## config.mk

```make
export PLATFORM = sky130hd
export DESIGN_NAME = coupler_4to8
export DESIGN_NICKNAME = d
export VERILOG_FILES = /design/src/rtl/coupler_4to8.sv
export SDC_FILE = /design/constraint.sdc
export NUM_CORES = 2
export LEC_CHECK = 0
export BUFFER_PORTS_ARGS = -buffer_cell sky130_fd_sc_hd__buf_2
export CORE_AREA = 2 2 616 618
export CTS_CLUSTER_SIZE = 8
export DETAILED_ROUTE_END_ITERATION = 10
export DIE_AREA = 0 0 618 620
export PLACE_DENSITY_LB_ADDON = 0.05
export SYNTH_ARGS = -nofsm -noshare
export SYNTH_HDL_FRONTEND = slang
export SYNTH_SLANG_ARGS = --single-unit
```

## constraint.sdc

```tcl
create_clock -name i_clk -period 75 [get_ports i_clk]
set_input_delay 18.75 -clock i_clk [delete_from_list [all_inputs] [get_ports i_clk]]
set_output_delay 18.75 -clock i_clk [all_outputs]
set_load 0.02 [all_outputs]
```

## src/rtl/coupler_4to8.sv

```systemverilog
// Width coupler: pairs consecutive 4-tuple words into 8-tuple words ahead of the 8-wide merger.
// A terminator word (lowest tuple zero) becomes an all-zero 8-tuple word and bumps o_runs.
module coupler_4to8 #(
    parameter int DATA_WIDTH = 128,
    parameter int KEY_WIDTH  = 80,
    parameter int CNT_WIDTH  = 32
) (
    input  logic                    i_clk,
    input  logic                    i_rst,
    input  logic [4*DATA_WIDTH-1:0] i_fifo,
    input  logic                    i_fifo_empty,
    output logic                    o_fifo_read,
    input  logic                    i_fifo_out_ready,
    output logic                    o_out_fifo_write,
    output logic [8*DATA_WIDTH-1:0] o_data,
    output logic                    o_err,
    output logic [CNT_WIDTH-1:0]    o_runs
);

    localparam int IN_W  = 4 * DATA_WIDTH;
    localparam int OUT_W = 8 * DATA_WIDTH;

    // Handshake: a word moves downstream on every cycle where o_out_fifo_write=1 (no
    // back-pressure inside that cycle); ready is the registered copy of i_fifo_out_ready.
    // Upstream, o_fifo_read=1 pops the head and i_fifo is taken in that same cycle.

    logic                 ready_q;
    logic                 pend_v_q, pend_v_d;
    logic [IN_W-1:0]      pend_q, pend_d;
    logic [OUT_W-1:0]     q_mem [4];
    logic [1:0]           wr_ptr_q, wr_ptr_d;
    logic [1:0]           rd_ptr_q, rd_ptr_d;
    logic [2:0]           count_q, count_d;
    logic                 err_q, err_d;
    logic [CNT_WIDTH-1:0] runs_q, runs_d;

    logic                 rd;
    logic                 deq;
    logic                 enq;
    logic [OUT_W-1:0]     enq_data;
    logic                 is_term;

    // Terminator test covers the whole lowest tuple: key field and payload both zero.
    assign is_term = (i_fifo[KEY_WIDTH-1:0] == '0) &&
                     (i_fifo[DATA_WIDTH-1:KEY_WIDTH] == '0);

    always_comb begin
        rd       = ~i_rst & ~i_fifo_empty & (count_q <= 3'd3);
        deq      = ready_q & (count_q != 3'd0);
        enq      = 1'b0;
        enq_data = '0;
        pend_d   = pend_q;
        pend_v_d = pend_v_q;
        err_d    = err_q;
        runs_d   = runs_q;
        if (rd) begin
            if (!is_term) begin
                if (!pend_v_q) begin
                    pend_d   = i_fifo;
                    pend_v_d = 1'b1;
                end else begin
                    enq      = 1'b1;
                    enq_data = {i_fifo, pend_q};
                    pend_v_d = 1'b0;
                end
            end else begin
                enq      = 1'b1;
                enq_data = '0;
                pend_v_d = 1'b0;
                runs_d   = runs_q + 1'b1;
                if (pend_v_q) begin
                    err_d = 1'b1;
                end
            end
        end
        wr_ptr_d = enq ? wr_ptr_q + 2'd1 : wr_ptr_q;
        rd_ptr_d = deq ? rd_ptr_q + 2'd1 : rd_ptr_q;
        count_d  = count_q + {2'b00, enq} - {2'b00, deq};
    end

    always_ff @(posedge i_clk) begin
        if (i_rst) begin
            ready_q  <= 1'b0;
            pend_v_q <= 1'b0;
            pend_q   <= '0;
            wr_ptr_q <= 2'd0;
            rd_ptr_q <= 2'd0;
            count_q  <= 3'd0;
            err_q    <= 1'b0;
            runs_q   <= '0;
        end else begin
            ready_q  <= i_fifo_out_ready;
            pend_v_q <= pend_v_d;
            pend_q   <= pend_d;
            wr_ptr_q <= wr_ptr_d;
            rd_ptr_q <= rd_ptr_d;
            count_q  <= count_d;
            err_q    <= err_d;
            runs_q   <= runs_d;
        end
    end

    // Storage needs no reset: count_q alone decides which entries are live.
    always_ff @(posedge i_clk) begin
        if (enq) begin
            q_mem[wr_ptr_q] <= enq_data;
        end
    end

    assign o_fifo_read      = rd;
    assign o_out_fifo_write = deq;
    assign o_data           = (count_q != 3'd0) ? q_mem[rd_ptr_q] : '0;
    assign o_err            = err_q;
    assign o_runs           = runs_q;

endmodule
```

==> flow_metrics.py <==
metrics = {
    "cts": {
        "cts_tree": "done",
        "cts_max_level": 6,
        "root_buffer": "clkbuf_16",
        "cts_buffers": 652,
        "clockBufferDepth": 4,
        "holdBufCountCts": 0,
        "ctsResizeCount": 0,
        "clkSinkCount": 4652,
        "cts.reportedPaths.clkPinSlew_ns": 0.05,
        "cts_setup_buffers": 0,
        "clock_latency_ns": 1.04,
    },
    "floorplan": {
        "rows": 226,
        "core_um2": 377000,
        "ios": 1575,
        "start_util": 0.486,
        "dieArea_um2": 383000,
        "die_w_um": 618,
        "die_h_um": 620,
    },
    "timing": {
        "fin_crit_ns": 39.29,
        "tightestPinTransition_ns": 1.29,
        "final.setup.tns_ns": 0,
        "rsz0062_at_grt": "no",
        "max_freq_mhz": 25.4,
        "whs_ns": 0.479,
        "setup_violations": 0,
        "fin_crit_sh": 0.524,
        "slew_violations": 0,
        "finalHoldViolCount": 0,
        "relSlewSlack": 0.134,
        "finalClockSkew_ns": 0.0389,
    },
    "finish": {
        "nFillCells": 29204,
        "area_growth_pct": 17.6,
        "finish.net_count": 11926,
        "fin_area_um2": 216000,
        "layout-drive-gt1-share": 0.298,
        "finish.utilization": 0.572,
    },
    "pwr": {
        "clockPowerShare": 0.406,
        "power_uw": 6710,
        "seqPwrFrac": 0.430,
        "ir_drop_v": 0.0000246,
        "power.switching_uw": 1840,
        "internal-power_uw": 4870,
        "power_density_nw_per_um2": 31.1,
        "combPwrFrac": 0.164,
        "p_leak_uw": 0.0785,
        "swShare": 0.275,
    },
    "placed_design": {
        "io_buffers": 1574,
        "place_area_um2": 196000,
        "dp_hpwl_mm": 316,
        "gp_congestion": 0.826,
    },
    "synth": {
        "ys.flop_type": "edfxtp_1",
        "yosysWarnings": 0,
        "syn_nets": 10153,
        "synth_seq_area_share": 0.731,
        "synth.most_common_cell": "edfxtp_1",
        "yosys_register_bits": 4652,
        "syn_avg_cell_area_um2": 19.0,
        "synth.top_cells.by_area": "edfxtp_1 (67%), mux4_2 (13%), dfxtp_1 (6.1%)",
        "synth_edf_count": 4096,
        "synth.distinct_cells": 41,
        "yosysTopAreaCellShare": 0.671,
        "yosys-top-cells-count": "edfxtp_1 (4096), nor2b_1 (1556), mux4_2 (1024)",
        "synthesis.area_um2": 183000,
        "synth_top_cell_by_area": "edfxtp_1",
        "async_reset_ff_frac": 0,
        "synthCells": 9628,
    },
    "detailed_routing": {
        "wire_per_inst_um": 29.7,
        "vias": 95221,
        "drtPass1Iterations": 5,
        "drt_iter0_markers": 6848,
        "drc": 0,
        "avgViaCountPerCell": 5.60,
        "finalWirelength_mm": 506,
        "ant_nets": 0,
    },
    "worst_setup_path": {
        "crit_path_start_kind": "input pin",
        "cp.required_ns": 56.25,
        "endpoint_kind": "primary output",
        "arrival_ns": 20.54,
        "critical_path_peak_fanout": 41,
        "critPathKind": "in2out",
        "worstPathCellList": "buf_8 -> or4_1 -> inv_6 -> buf_2",
        "slowest_delay_ns": 0.88,
        "slowest_stage": "or4_1",
    },
    "run_status": {
        "status": "completed",
    },
    "hold_path": {
        "hold_path_class": "reg2reg",
    },
    "grt": {
        "top_usage_layer": "met2",
        "use_met1": 0.307,
        "met3_usage": 0.0784,
        "antenna_found_initial": 183,
        "grt_pass1_wl_mm": 711,
        "grt_start_max_net_pins": 158,
        "grtUsageTotal": 0.259,
        "grt_overflow": 0,
        "grt_use_met2": 0.420,
        "grt_pass1_vias": 98170,
    },
    "run": {
        "drv_cap": 0,
    },
}
-- kinds of logic after synthesis --
| group | after synthesis | synth area share |
|---|---|---|
| XOR/XNOR | 3 | 0.000143 |
| flip-flops | 4652 | 0.731 |
| multiplexers | 1554 | 0.158 |
| adder cells (fa/ha/maj) | 9 | 0.000655 |
| AND/OR/NAND/NOR | 2750 | 0.0934 |
| AO/OA/AOI/OAI | 40 | 0.00185 |
| buffers and inverters | 620 | 0.0143 |
-- layer usage --
layer	up-vias	share of wire
li1	41050	-
met1	50073	0.37
met2	2967	0.49
met3	1009	0.079
met4	122	0.061
met5	-	0.0015
-- cells in the final DEF, fill, tap and decap left out, types with 3 or more instances in the layout --
master	count
clkbuf_1	457
inv_16	7
clkinv_16	7
o41ai_1	13
nor2b_1	1556
nor2_1	27
nand2_1	9
and3_1	135
buf_2	1573
edfxtp_1	4096
diode_2	77
or2_2	13
o311ai_0	15
dfxtp_4	3
mux2_2	60
and4_1	9
nor4_1	48
nor3_1	3
clkinv_8	15
o21a_4	4
mux4_2	1024
and2_1	900
buf_12	19
clkbuf_16	663
nand3_1	14
mux2_1	469
buf_4	136
inv_6	16
nor4_2	3
dfxtp_1	553
inv_1	9
nand4_1	25
ha_1	8
a31oi_1	3
-- state kept, by name, indices dropped and copies added (netlist names), named ones only --
| signal | cells |
|---|---|
| o_err | 1 |
| q_mem | 4096 |
| wr_ptr_q | 2 |
| pend_q | 512 |
| o_runs | 32 |
| ready_q | 1 |
| pend_v_q | 1 |
| rd_ptr_q | 2 |
| count_q | 3 |
-- power by group through the flow --
stage | logic (µW) | clock network [µW] | registers (µW)
finish | 1100 | 2720 | 2890
global route | 1160 | 2890 | 2890
CTS | 1120 | 2780 | 2890
detailed placement | 1120 | 0 | 2930
global placement | 1120 | 0 | 2930
floorplan | 662 | 0 | 2950
-- critical path, delay by kind of cell --
family                 cells  cell delay [ns]
AND/OR/NAND/NOR            1             0.88
buffers and inverters      3             0.72
-- layout make-up --
class	instances	area, µm²	share of cell area
Clock buffer	1120	18300	0.0849
Antenna cell	77	193	0.000893
Tap cell	5016	6280	0.0291
Timing Repair Buffer	1729	9290	0.0431
Multi-Input combinational cell	4356	46700	0.217
Sequential cell	4652	134000	0.622
Inverter	10	42.5	0.000197
Clock inverter	47	766	0.00355
-- through the flow --
stage	instances	setup WS [ns]
2_1_floorplan	9628	30.52
3_3_place_gp	15763	35.78
3_5_place_dp	15763	35.75
4_1_cts	16930	35.75
5_1_grt	16970	35.71
6_report	17007	35.71
-- final timing paths --
| path | cells after the start | end | start | slack, ns |
|---|---|---|---|---|
| worst min register to register | 2 | o_err | o_err | 0.48 |
| worst min-delay path | 2 | o_err | o_err | 0.48 |
| worst max register to register | 15 | q_mem[0][825] | count_q[2] | 67.01 |
| worst max-delay path | 4 | o_fifo_read | i_rst | 35.71 |
Power figures use the tool's default switching activity.
